## config.mk

```make
export PLATFORM = sky130hd
export DESIGN_NAME = unlock_ctrl
export DESIGN_NICKNAME = d
export VERILOG_FILES = /design/src/rtl/unlock_pkg.sv /design/src/rtl/cycle_timer.sv /design/src/rtl/unlock_ctrl.sv
export SDC_FILE = /design/constraint.sdc
export NUM_CORES = 1
export LEC_CHECK = 0
export BUFFER_PORTS_ARGS = -buffer_cell sky130_fd_sc_hd__buf_4
export CAP_MARGIN = 20
export CORE_MARGIN = 3
export CORE_UTILIZATION = 45
export CTS_CLUSTER_SIZE = 10
export DETAILED_ROUTE_END_ITERATION = 8
export GPL_TIMING_DRIVEN = 0
export PLACE_DENSITY = 0.68
export SYNTH_ARGS = -nofsm -noshare
export SYNTH_HDL_FRONTEND = slang
export SYNTH_SLANG_ARGS = --single-unit
```

## constraint.sdc

```tcl
create_clock -name clk -period 3.4 [get_ports clk]
set_input_delay 0.34 -clock clk [delete_from_list [all_inputs] [get_ports clk]]
set_output_delay 0.34 -clock clk [all_outputs]
set_load 0.05 [all_outputs]
```

## src/rtl/unlock_pkg.sv

```systemverilog
// unlock_pkg: shared keypad types, constants and digit helpers.
// Holds the FSM state encoding, the digit count and the digit width.
// It also provides helpers that extract a digit from the passcode and classify keys.
package unlock_pkg;
  localparam int NUM_DIGITS = 12;
  localparam int DIGIT_W = 4;
  localparam int CODE_W = NUM_DIGITS * DIGIT_W;
  typedef enum logic [2:0] {
    S_IDLE     = 3'd0,
    S_ENTRY    = 3'd1,
    S_CHECK    = 3'd2,
    S_UNLOCKED = 3'd3,
    S_FAIL     = 3'd4,
    S_LOCKOUT  = 3'd5
  } state_t;
  // idx is zero-based: idx 0 selects digit 1 in bits [3:0]
  function automatic logic [DIGIT_W-1:0] code_digit(input logic [CODE_W-1:0] code, input logic [3:0] idx);
    return code[{idx, 2'b00} +: DIGIT_W];
  endfunction
  function automatic logic legal_key(input logic [DIGIT_W-1:0] k);
    return k >= 4'd1 && k <= 4'd12;
  endfunction
endpackage

```

## src/rtl/cycle_timer.sv

```systemverilog
// cycle_timer: loadable down-counter; done is high during the last counted cycle.
// Ports: clk, rst_n (async, active low), clr (force to 0, wins over load),
//        load/val (start a count of val cycles), done (count == 1).
module cycle_timer #(
  parameter int W = 16
) (
  input  logic         clk,
  input  logic         rst_n,
  input  logic         clr,
  input  logic         load,
  input  logic [W-1:0] val,
  output logic         done
);
  logic [W-1:0] count;
  always_ff @(posedge clk or negedge rst_n)
    if (!rst_n) count <= '0;
    else count <= clr ? '0 : load ? val : (count != '0 ? count - 1'b1 : count);
  assign done = count == W'(1);
endmodule

```

## src/rtl/unlock_ctrl.sv

```systemverilog
// unlock_ctrl: 12-digit keypad unlock FSM with attempt limiting, lockout and idle timeout.
// Inputs:  clk, rst_n (async, active low), arm, code_valid, pass_code[47:0] (digit k at
//          bits [4k-1:4k-4]), key_strobe, key_val[3:0].
// Outputs: unlocked, locked_out, fail_pulse, entry_count[3:0], attempts_left[2:0],
//          state[2:0]; all of them are registered.
module unlock_ctrl
  import unlock_pkg::*;
#(
  parameter int MAX_ATTEMPTS = 3,
  parameter int LOCK_CYCLES  = 1000,
  parameter int IDLE_TIMEOUT = 5000
) (
  input  logic              clk,
  input  logic              rst_n,
  input  logic              arm,
  input  logic              code_valid,
  input  logic [CODE_W-1:0] pass_code,
  input  logic              key_strobe,
  input  logic [DIGIT_W-1:0] key_val,
  output logic              unlocked,
  output logic              locked_out,
  output logic              fail_pulse,
  output logic [3:0]        entry_count,
  output logic [2:0]        attempts_left,
  output logic [2:0]        state
);
  localparam logic [2:0] MAX_A = 3'(MAX_ATTEMPTS);
  state_t st;
  logic mismatch, go, acc, last_key, lock_done, idle_done, lock_load, idle_load, idle_clr;
  assign go = arm & code_valid;
  assign acc = st == S_ENTRY && key_strobe && legal_key(key_val);
  assign last_key = acc && entry_count == 4'(NUM_DIGITS - 1);
  assign lock_load = go && st == S_FAIL && attempts_left == 3'd1;
  // the idle timer only runs in ENTRY and restarts on every accepted key
  assign idle_load = acc & go;
  assign idle_clr = st != S_ENTRY || !go || last_key;
  assign state = st;
  cycle_timer #(.W(16)) u_lock_timer (
    .clk(clk), .rst_n(rst_n), .clr(1'b0), .load(lock_load),
    .val(16'(LOCK_CYCLES)), .done(lock_done)
  );
  cycle_timer #(.W(16)) u_idle_timer (
    .clk(clk), .rst_n(rst_n), .clr(idle_clr), .load(idle_load),
    .val(16'(IDLE_TIMEOUT)), .done(idle_done)
  );
  always_ff @(posedge clk or negedge rst_n)
    if (!rst_n) begin
      st <= S_IDLE;
      unlocked <= 1'b0;
      locked_out <= 1'b0;
      fail_pulse <= 1'b0;
      entry_count <= '0;
      attempts_left <= MAX_A;
      mismatch <= 1'b0;
    end else if (st != S_LOCKOUT && !go) begin
      st <= S_IDLE;
      unlocked <= 1'b0;
      fail_pulse <= 1'b0;
      entry_count <= '0;
      mismatch <= 1'b0;
    end else begin
      fail_pulse <= 1'b0;
      case (st)
        S_IDLE: st <= S_ENTRY;
        S_ENTRY:
          if (acc) begin
            mismatch <= mismatch | (key_val != code_digit(pass_code, entry_count));
            entry_count <= entry_count + 4'd1;
            if (last_key) st <= S_CHECK;
          end else if (entry_count != '0 && idle_done) begin
            entry_count <= '0;
            mismatch <= 1'b0;
          end
        S_CHECK: begin
          st <= mismatch ? S_FAIL : S_UNLOCKED;
          fail_pulse <= mismatch;
          unlocked <= !mismatch;
          if (!mismatch) attempts_left <= MAX_A;
        end
        S_FAIL: begin
          attempts_left <= attempts_left - 3'd1;
          entry_count <= '0;
          mismatch <= 1'b0;
          locked_out <= attempts_left == 3'd1;
          st <= attempts_left == 3'd1 ? S_LOCKOUT : S_ENTRY;
        end
        S_LOCKOUT:
          if (lock_done) begin
            locked_out <= 1'b0;
            attempts_left <= MAX_A;
            st <= go ? S_ENTRY : S_IDLE;
          end
        S_UNLOCKED: ;
        default: st <= S_IDLE;
      endcase
    end
endmodule

```

==> run_results.csv <==
group,metric,value,unit
die,die_height,89.19,µm
cts,insertion_delay,0.30,ns
die,top_level_ports,70,
detailed_routing,remaining_drc_errors,0,
worst_setup_path,setup.worst_path.start_class,"register",
layout,final_cell_area,3837,µm²
die,core,6531,µm²
die,die_x,89.19,µm
placed_design,detailed_place.area,3729,µm²
synthesis,postSynthRegisterBits,46,
sta,hold_viol,0,
cts,tritoncts_clock_tree,"built",
power,power.clock.fraction,0.295,
sta,period_minus_slack,2.566,ns
sta,final-setup-viol-count,0,
die,initial_core_util,0.4768,
cts,clockBufferDepth,2,
power,seq_power_share,0.452,
synthesis,synth.lib_cells_used.distinct,53,
synthesis,post_synth_instance_area,3114,µm²
power,power.density,358.2,nW/µm²
worst_setup_path,setup.worst_path.end_class,"register",
worst_setup_path,crit_path_cell_trace,"buf_2 -> mux4_2 -> mux2_2 -> a221o_1 -> a2111oi_0 -> a32oi_1",
sta,worst_pin_slew,0.6536,ns
synthesis,post_synth_arst_share,1.000,
worst_setup_path,critical_path.max_stage_delay,0.55,ns
synthesis,synth_cells,334,
cts,cts.root.buffer_cell,"clkbuf_8",
worst_setup_path,slowest_library_cell_on_the_worst_path,"mux4_2",
worst_setup_path,critPathBufInv,1,
detailed_routing,wl,7598,µm
cts,cts_hold_buf,0,
layout,diodes,0,
layout,non_filler_instances,488,
placed_design,detailedPlacementHpwl,5872,µm
power,maximum_vdd_drop,218.0,µV
sta,final.period_utilization,0.7547,
sta,fin_tns_setup,0,ns
worst_setup_path,crit_path_max_fanout,10,
worst_setup_path,path_delay_family,"compound AO/OA/AOI/OAI gates",
cts,cts_made_buffers,5,
hold_path,hp-class,"primary input to async pin",
worst_setup_path,timing_worst_setup_path_type,"register to register",
sta,clock_skew,0.007251,ns
cts,clk_transition_reported_paths,0.09,ns
sta,worst_slew_margin_rel,0.5602,
grt,global_route_wire_length_before_repair,13080,µm
worst_setup_path,cp_data_arrival_time,2.74,ns
worst_setup_path,worst_ep_required_time,3.57,ns
power,total_leakage_power,1.661,nW
synthesis,post_synth.cell_area_avg,9.324,µm²
synthesis,count_of_synthesis_stage_warnings_from_yosys,0,
detailed_routing,antenna_violating_nets_left,0,
placed_design,numPortBuffers,69,
synthesis,synth_flop_cell,"dfrtp_1",
die,placement_rows,29,
power,total_switching_power,406.9,µW
synthesis,syn-num-nets,401,
grt,grt_max_degree,47,
layout,mostFrequentLayoutCell,"buf_4",
placed_design,numPlacedInstances,480,
synthesis,synth_edf_count,0,
detailed_routing,drt_first_pass_iters,4,
sta,timing.fmax,389.7,MHz
cts,cts.htree.levels,2,
run_status,status,"finished clean",
synthesis,synth_seq_area_share,0.3704,
cts,cts_resized,0,
grt,gr-usage-all-layers,0.2080,
layout,area_growth,23.22,%
grt,grt_overflow,0,
detailed_routing,wire_length_per_cell,15.57,µm
sta,grt_setup_unrepaired,"no",
power,power_switching_share,0.2960,
detailed_routing,route.detailed.vias_per_inst,5.752,
cts,clkSinkCount,46,
cts,cts.repair_timing.setup_buffer_count,0,
power,power.share.combinational,0.253,
placed_design,globalplace.congestion,0.8098,
sta,drv_slew,0,
detailed_routing,detailroute.via_count,2807,
grt,antenna_violations_before_repair,0,
detailed_routing,drtIter0Drc,137,
die,die_area,7955,µm²
power,cellInternalPower,967.8,µW
grt,vias_in_the_first_global_route,2741,
layout,drive_above_1_share,0.2603,
job,max_cap_viol_count,0,
layout,finish.net_count,477,
layout,layout_common_cells,"buf_4, dfrtp_1, nor2_1",
worst reg2reg max path, stage by stage (launching register included):
cell	delay [ns]
dfrtp_1	0.38
buf_2	0.30
mux4_2	0.55
mux2_2	0.29
a221o_1	0.31
a2111oi_0	0.45
a32oi_1	0.17
power groups by stage:
stage | Combinational [mW] | Clock (mW) | Sequential (mW)
2_1_floorplan | 0.198 | 0 | 0.659
4_1_cts | 0.349 | 0.418 | 0.621
3_3_place_gp | 0.343 | 0 | 0.630
3_5_place_dp | 0.346 | 0 | 0.631
5_1_grt | 0.392 | 0.445 | 0.628
6_report | 0.347 | 0.406 | 0.621
cells in the mapped netlist (all sizes together), types with 9 or more instances:
library cell	n	area, µm²
a21oi	13	65.06
clkbuf	11	41.29
dfrtp	44	1101
ha	10	125.1
inv	15	56.30
mux4	10	225.2
nand2	23	86.33
nand3	9	45.04
nor2	34	127.6
nor3	11	55.05
o211ai	9	67.56
o21ai	21	105.1
or3	10	62.56
or4	10	82.58
xor2	14	122.6
state kept, by name, summed over array words and instances (netlist names):
| register | flops |
|---|---|
| attempts_left | 3 |
| entry_count | 4 |
| fail_pulse | 1 |
| locked_out | 1 |
| mismatch | 1 |
| state | 3 |
| u_idle_timer.count | 16 |
| u_lock_timer.count | 16 |
| unlocked | 1 |
worst paths after layout:
path / cells after the start / start / slack, ns / end
min in group clk: 3 / key_val[1] / 0.36 / mismatch
worst max-delay path: 6 / entry_count[0] / 0.83 / mismatch
worst max register to register: 6 / entry_count[0] / 0.83 / mismatch
worst min-delay path: 1 / rst_n / 0.03 / fail_pulse
max in group asynchronous: 1 / rst_n / 2.96 / u_idle_timer.count[15]
worst min register to register: 2 / unlocked / 0.50 / unlocked
area by class of cell:
class / count / area, µm²
Tap cell: 77 / 96.34
Clock buffer: 5 / 68.82
Fill cell: 594 / 2694
Sequential cell: 46 / 1154
Timing Repair Buffer: 69 / 518.0
Clock inverter: 3 / 40.04
Buffer: 14 / 62.56
Inverter: 15 / 56.30
Multi-Input combinational cell: 259 / 1842
kinds of logic after synthesis:
group | after synthesis | synth area share
simple gates | 131 | 0.2194
flops | 46 | 0.3704
compound gates | 79 | 0.1724
buf+inv | 29 | 0.03817
xor+xnor | 20 | 0.05625
fa+ha+maj | 10 | 0.04018
mux | 19 | 0.1033
metrics by stage:
step	setup WS (ns)	power [mW]	hold slack [ns]	util
after global routing	0.5964	1.465	0.06198	0.5875
after global placement	0.8088	0.9738	0.3806	0.5709
after detailed placement	0.7824	0.9769	0.3845	0.5709
after floorplan	0.7323	0.8566	0.04441	-
after CTS	0.7750	1.388	0.05055	0.5875
final	0.8340	1.375	0.02888	0.5875
metal layers:
metal / track usage / up-vias / part of all wire
li1: - / 1393 / -
met1: 0.2967 / 1355 / 0.48
met2: 0.3369 / 50 / 0.49
met3: 0.02765 / 9 / 0.026
met4: 0.04871 / 0 / 0.0084
met5: 0 / - / 0
(Power assumes the default switching activity.)
